**config.mk**
```make
export PLATFORM = sky130hd
export DESIGN_NAME = accel_magnitude_unit
export DESIGN_NICKNAME = d
export VERILOG_FILES = /design/src/rtl/accel_mag_pkg.sv /design/src/rtl/int_sqrt_seq.sv /design/src/rtl/accel_magnitude_unit.sv
export SDC_FILE = /design/constraint.sdc
export NUM_CORES = 1
export LEC_CHECK = 0
export CAP_MARGIN = 20
export CORE_ASPECT_RATIO = 0.9
export CORE_MARGIN = 3
export CORE_UTILIZATION = 35
export DETAILED_ROUTE_END_ITERATION = 10
export SLEW_MARGIN = 20
export SYNTH_ARGS = -nofsm -noshare
export SYNTH_HDL_FRONTEND = slang
export SYNTH_SLANG_ARGS = --single-unit
```
**constraint.sdc**
```tcl
create_clock -name clk -period 25 [get_ports clk]
set_clock_uncertainty 0.2 [all_clocks]
set_input_delay 5 -clock clk [delete_from_list [all_inputs] [get_ports clk]]
set_output_delay 5 -clock clk [all_outputs]
set_load 0.05 [all_outputs]
```
**src/rtl/accel_mag_pkg.sv**
```systemverilog
// Shared types and width helpers for the accelerometer magnitude datapath.
package accel_mag_pkg;

  typedef enum logic [1:0] {
    IDLE,
    ACC,
    SQRT,
    OUT
  } state_e;

  // One squaring per axis through the shared multiplier.
  localparam int ACC_CYCLES = 3;

  function automatic int sum_w(input int data_w);
    return 2 * data_w + 2;
  endfunction

  function automatic int mag_w(input int data_w);
    return data_w + 1;
  endfunction

endpackage

```
**src/rtl/int_sqrt_seq.sv**
```systemverilog
// Restoring integer square root, one root bit per cycle (MSB first), IN_W/2 cycles from start to done.
// start-cycle performs the first iteration straight from radicand; root is valid only while done is high.
module int_sqrt_seq #(
  parameter int IN_W = 34
) (
  input  logic                clk,
  input  logic                reset_n,
  input  logic                start,
  input  logic [IN_W-1:0]     radicand,
  output logic [IN_W/2-1:0]   root,
  output logic                done
);

  localparam int HALF  = IN_W / 2;
  localparam int REM_W = HALF + 2;
  localparam int CNT_W = $clog2(HALF + 1);

  logic [IN_W-1:0]  rad_q, rad_d, rad_src;
  logic [REM_W-1:0] rem_q, rem_d, rem_src;
  logic [HALF-1:0]  root_q, root_d, root_src, root_new;
  logic [CNT_W-1:0] cnt_q, cnt_d;
  logic             busy_q, busy_d;

  logic [REM_W+1:0] rem_sh;
  logic [REM_W+1:0] trial;
  logic [REM_W-1:0] rem_new;
  logic             ge;
  logic             active;
  logic             last;

  always_comb begin
    rad_src  = start ? radicand : rad_q;
    rem_src  = start ? '0 : rem_q;
    root_src = start ? '0 : root_q;

    // Bring down the next radicand bit pair and try root*4+1.
    rem_sh   = {rem_src, rad_src[IN_W-1 -: 2]};
    trial    = (REM_W + 2)'({root_src, 2'b01});
    ge       = (rem_sh >= trial);
    rem_new  = ge ? REM_W'(rem_sh - trial) : REM_W'(rem_sh);
    root_new = {root_src[HALF-2:0], ge};

    active   = start | busy_q;
    last     = start ? (HALF == 1) : (cnt_q == CNT_W'(HALF - 1));

    rad_d    = rad_q;
    rem_d    = rem_q;
    root_d   = root_q;
    cnt_d    = cnt_q;
    busy_d   = busy_q;
    if (active) begin
      rad_d  = {rad_src[IN_W-3:0], 2'b00};
      rem_d  = rem_new;
      root_d = root_new;
      cnt_d  = start ? CNT_W'(1) : cnt_q + CNT_W'(1);
      busy_d = ~last;
    end
  end

  assign done = active & last;
  assign root = root_new;

  always_ff @(posedge clk or negedge reset_n) begin
    if (!reset_n) begin
      rad_q  <= '0;
      rem_q  <= '0;
      root_q <= '0;
      cnt_q  <= '0;
      busy_q <= 1'b0;
    end else begin
      rad_q  <= rad_d;
      rem_q  <= rem_d;
      root_q <= root_d;
      cnt_q  <= cnt_d;
      busy_q <= busy_d;
    end
  end

endmodule

```
**src/rtl/accel_magnitude_unit.sv**
```systemverilog
// floor(sqrt(x^2+y^2+z^2)) of one sample; 3+MAG_W cycles from input handshake to out_valid.
// Single outstanding sample: in_ready low until the result is consumed; outputs hold under backpressure.
module accel_magnitude_unit
  import accel_mag_pkg::*;
#(
  parameter int DATA_W    = 16,
  parameter int SIGNED_IN = 1,
  parameter int SUM_W     = sum_w(DATA_W),
  parameter int MAG_W     = mag_w(DATA_W)
) (
  input  logic              clk,
  input  logic              reset_n,
  input  logic              in_valid,
  output logic              in_ready,
  input  logic [DATA_W-1:0] accel_x,
  input  logic [DATA_W-1:0] accel_y,
  input  logic [DATA_W-1:0] accel_z,
  input  logic [MAG_W-1:0]  thr,
  output logic              out_valid,
  input  logic              out_ready,
  output logic [MAG_W-1:0]  magnitude,
  output logic [SUM_W-1:0]  sum_sq,
  output logic              above_thr
);

  state_e              state_q, state_d;
  logic [DATA_W-1:0]   ax_q, ax_d, ay_q, ay_d, az_q, az_d;
  logic [MAG_W-1:0]    thr_q, thr_d;
  logic [SUM_W-1:0]    acc_q, acc_d;
  logic [1:0]          acc_cnt_q, acc_cnt_d;
  logic                start_q, start_d;
  logic [MAG_W-1:0]    mag_q, mag_d;
  logic [SUM_W-1:0]    sum_q, sum_d;
  logic                above_q, above_d;

  logic [DATA_W-1:0]   mul_a;
  logic [2*DATA_W-1:0] prod;
  logic [MAG_W-1:0]    sq_root;
  logic                sq_done;

  // Most-negative input maps to 2^(DATA_W-1), which still fits unsigned.
  function automatic logic [DATA_W-1:0] abs_axis(input logic [DATA_W-1:0] v);
    if (SIGNED_IN != 0 && v[DATA_W-1]) return (~v) + DATA_W'(1);
    return v;
  endfunction

  always_comb begin
    case (acc_cnt_q)
      2'd0:    mul_a = ax_q;
      2'd1:    mul_a = ay_q;
      default: mul_a = az_q;
    endcase
    prod = {{DATA_W{1'b0}}, mul_a} * {{DATA_W{1'b0}}, mul_a};
  end

  always_comb begin
    state_d   = state_q;
    ax_d      = ax_q;
    ay_d      = ay_q;
    az_d      = az_q;
    thr_d     = thr_q;
    acc_d     = acc_q;
    acc_cnt_d = acc_cnt_q;
    start_d   = 1'b0;
    mag_d     = mag_q;
    sum_d     = sum_q;
    above_d   = above_q;
    case (state_q)
      IDLE: begin
        if (in_valid) begin
          ax_d      = abs_axis(accel_x);
          ay_d      = abs_axis(accel_y);
          az_d      = abs_axis(accel_z);
          thr_d     = thr;
          acc_d     = '0;
          acc_cnt_d = '0;
          state_d   = ACC;
        end
      end
      ACC: begin
        acc_d     = acc_q + SUM_W'(prod);
        acc_cnt_d = acc_cnt_q + 2'd1;
        if (acc_cnt_q == 2'(ACC_CYCLES - 1)) begin
          state_d = SQRT;
          start_d = 1'b1;
        end
      end
      SQRT: begin
        if (sq_done) begin
          mag_d   = sq_root;
          sum_d   = acc_q;
          above_d = (sq_root >= thr_q);
          state_d = OUT;
        end
      end
      OUT: begin
        if (out_ready) state_d = IDLE;
      end
      default: state_d = IDLE;
    endcase
  end

  always_ff @(posedge clk or negedge reset_n) begin
    if (!reset_n) begin
      state_q   <= IDLE;
      ax_q      <= '0;
      ay_q      <= '0;
      az_q      <= '0;
      thr_q     <= '0;
      acc_q     <= '0;
      acc_cnt_q <= '0;
      start_q   <= 1'b0;
      mag_q     <= '0;
      sum_q     <= '0;
      above_q   <= 1'b0;
    end else begin
      state_q   <= state_d;
      ax_q      <= ax_d;
      ay_q      <= ay_d;
      az_q      <= az_d;
      thr_q     <= thr_d;
      acc_q     <= acc_d;
      acc_cnt_q <= acc_cnt_d;
      start_q   <= start_d;
      mag_q     <= mag_d;
      sum_q     <= sum_d;
      above_q   <= above_d;
    end
  end

  int_sqrt_seq #(
    .IN_W (SUM_W)
  ) u_sqrt (
    .clk      (clk),
    .reset_n  (reset_n),
    .start    (start_q),
    .radicand (acc_q),
    .root     (sq_root),
    .done     (sq_done)
  );

  assign in_ready  = (state_q == IDLE);
  assign out_valid = (state_q == OUT);
  assign magnitude = mag_q;
  assign sum_sq    = sum_q;
  assign above_thr = above_q;

endmodule
```
==> results.json <==
{
  "finalMaxSlewViolations": 0,
  "synth_cell_types": 63,
  "finalSetupViolCount": 0,
  "reg2reg_depth": 25,
  "power_switching_uw": 182,
  "netlist_instances": 2157,
  "status": "complete, no violations",
  "critPathCaptureType": "register",
  "r2r_end": "acc_q[31]",
  "final_layout_size_suffix_gt1_share_pct": 5.27,
  "hp-class": "register to register",
  "worstSetupPathType": "register to register",
  "yosys_warnings": 0,
  "ant_nets": 0,
  "yosys.area.top_type_share_pct": 29.0,
  "gr-total-overflow": 0,
  "synth_seq_cells": 230,
  "wire_per_inst_microns": 16.3,
  "syn_area_per_cell_sq_um": 9.19,
  "drt-total-wl_microns": 49200,
  "final-hold-violation-count": 0,
  "grt_start_max_net_pins": 108,
  "clock.fmax_mhz": 104,
  "p_clk_share_pct": 48.8,
  "period_share_pct": 38.5,
  "area_growth_syn_to_layout_pct": 14.4,
  "p_int_uw": 607,
  "synth-async-reset-ratio_pct": 100,
  "antenna_found_initial": 0,
  "drc": 0,
  "grt_pass1_wl_microns": 80100,
  "dr.pass1.iters": 5,
  "cts_hold_buf": 0,
  "synth_common_cells": "392 x inv_1, 274 x nand2_1, 230 x dfrtp_1",
  "fin_hold_ws_ns": 0.278,
  "grt_pass1_vias": 15000,
  "num_rows": 82,
  "die_width_microns": 257,
  "hpwl_microns": 39300,
  "worst_setup_path_start_kind": "register",
  "required_ns": 25.22,
  "leakage_uw": 0.0114,
  "dieArea_sq_mm": 0.0595,
  "endpoint": "acc_q[31]",
  "clock_latency_ns": 0.56,
  "swShare_pct": 23.1,
  "cts.sinks": 230,
  "reg2reg_from": "acc_cnt_q[0]",
  "clock_path_buffers": 3,
  "gp_congestion": 0.913,
  "drt_iter0_drc": 943,
  "cap_violations": 0,
  "layout.nets": 2656,
  "cts_resized": 0,
  "antenna_cells": 0,
  "grt_use_total_pct": 16.7,
  "peakVddDrop_v": 0.0000494,
  "route.vias.total": 14700,
  "synth_top_cell_by_area": "dfrtp_1",
  "core_sq_mm": 0.0558,
  "r2r_setup_slack_ns": 15.39,
  "finalCriticalPeriod_ns": 9.61,
  "combPwrFrac_pct": 4.1,
  "rsz0062_at_grt": "no",
  "clk_pin_slew_ns": 0.06,
  "post-cts-setup-buffers": 0,
  "cts_root_buffer": "clkbuf_16",
  "sequentialPowerShare_pct": 47.1,
  "synth.yosys.seq_area_share_pct": 29.0,
  "start_util_pct": 35.5,
  "p_per_area_mw_per_mm2": 34.8,
  "die_h_microns": 232,
  "cp_max_fo": 19,
  "setup-tns-final_ns": 0,
  "synth.most_common_cell": "inv_1",
  "synth_area_leaders": "dfrtp_1 29%, fa_1 20%, ha_1 9.7%",
  "numCtsBuffers": 27,
  "htreeDepth": 1,
  "n_fill_cell": 5570,
  "cp.arrival_ns": 9.84,
  "worst_pin_slew_ns": 1.12,
  "synth_edf_count": 0,
  "cts_tree": "built",
  "netlist_area_sq_mm": 0.0198,
  "avgViaCountPerCell": 4.87,
  "io_pins": 123,
  "synth_nets": 2573,
  "slew_headroom_pct": 25.6,
  "ys.flop_type": "dfrtp_1",
  "worstSetupStartpoint": "acc_cnt_q[0]",
  "io_buffers": 122
}
[routing by layer]
metal	GRT usage [%]	wire length (microns)	up-vias
li1	-	-	7109
met1	24.0	23900	7252
met2	26.9	22200	276
met3	2.12	1940	61
met4	3.95	1200	0
met5	0	0	-
[sequential cells by signal, indices dropped and copies added, names as in the netlist]
| signal | flops |
|---|---|
| ax_q | 16 |
| state_q | 2 |
| acc_cnt_q | 2 |
| u_sqrt.root_q | 17 |
| az_q | 16 |
| start_q | 1 |
| u_sqrt.cnt_q | 5 |
| u_sqrt.rem_q | 19 |
| thr_q | 17 |
| above_thr | 1 |
| u_sqrt.rad_q | 32 |
| acc_q | 34 |
| sum_sq | 34 |
| magnitude | 17 |
| u_sqrt.busy_q | 1 |
| ay_q | 16 |
[final cells by class]
cell class,count,area [sq um],area share [%]
flip-flops and latches,230,5760,25.4
inverters,397,1490,6.57
repair buffers,138,1350,5.94
well taps,756,946,4.17
clock buffers,36,739,3.26
multi-input cells,1446,12300,54.1
clock inverters,13,125,0.552
[power by group through the flow]
stage | clock, uW | combinational (uW) | sequential (uW)
after floorplan | 0 | 8.85 | 379
after global placement | 0 | 32.3 | 379
after detailed placement | 0 | 33.0 | 379
after CTS | 396 | 33.1 | 372
after global routing | 409 | 36.4 | 372
final | 385 | 32.2 | 372
[how the worst min path moves through the flow]
| stage | cells after the start | start | endpoint |
|---|---|---|---|
| 6_report | 2 | sum_sq[5] | sum_sq[5] |
| 5_1_grt | 2 | u_sqrt.rem_q[0] | u_sqrt.rem_q[0] |
| 4_1_cts | 2 | az_q[10] | az_q[10] |
| 3_5_place_dp | 2 | az_q[10] | az_q[10] |
| 3_3_place_gp | 2 | sum_sq[6] | sum_sq[6] |
| 2_1_floorplan | 2 | u_sqrt.rem_q[0] | u_sqrt.rem_q[0] |
[cell families after synthesis]
logic type,share of synthesized area (%)
DFF,29.0
muxes,4.29
buffers and inverters,9.14
and+or+nand+nor,11.8
xor gates and xnor gates,3.98
AOI/OAI and AO/OA,12.4
adders and majority gates,29.3
[metrics by stage]
| step | cell area, sq um | util, % | instances | total power [uW] | setup WS (ns) |
|---|---|---|---|---|---|
| 2_1_floorplan | 19800 | - | 2157 | 388 | 17.11 |
| 3_3_place_gp | 21800 | 39.1 | 2967 | 411 | 15.75 |
| 3_5_place_dp | 21800 | 39.1 | 2967 | 412 | 15.60 |
| 4_1_cts | 22700 | 40.6 | 3016 | 802 | 15.56 |
| 5_1_grt | 22700 | 40.6 | 3016 | 818 | 14.83 |
| 6_report | 22700 | 40.6 | 3016 | 790 | 15.39 |
[worst max-delay path: stages (launching register included)]
cell and delay (ns):
dfrtp_1 0.40, inv_1 0.09, ha_1 0.52, nor2_1 0.41, a21oi_1 0.98, clkinv_1 0.66, nand2_1 0.29, fa_1 0.46
fa_1 0.48, fa_1 0.53, inv_1 0.06, fa_1 0.49, fa_1 0.56, inv_1 0.06, fa_1 0.52, inv_1 0.04
ha_1 0.41, a21oi_1 0.17, o21ai_0 0.19, a2111oi_0 0.70, a21oi_1 0.20, or3_1 0.40, a31o_2 0.25, a21oi_1 0.17
xor2_1 0.15, o21ai_0 0.08
[cell usage in the layout (no fill, tap or decap), types with 15 or more instances in the layout]
cell / n
inv_1: 392
nand2_1: 273
dfrtp_1: 228
fa_1: 194
o21ai_0: 182
ha_1: 153
clkdlybuf4s50_1: 121
nor2_1: 95
a21oi_1: 81
xor2_1: 58
mux2i_1: 40
mux2_2: 40
a21o_1: 35
nor2b_1: 32
xnor2_1: 32
nand2b_1: 28
clkbuf_16: 27
a22o_1: 22
or3_1: 17
buf_4: 16
nand3_1: 15
Power figures use the tool's default switching activity.
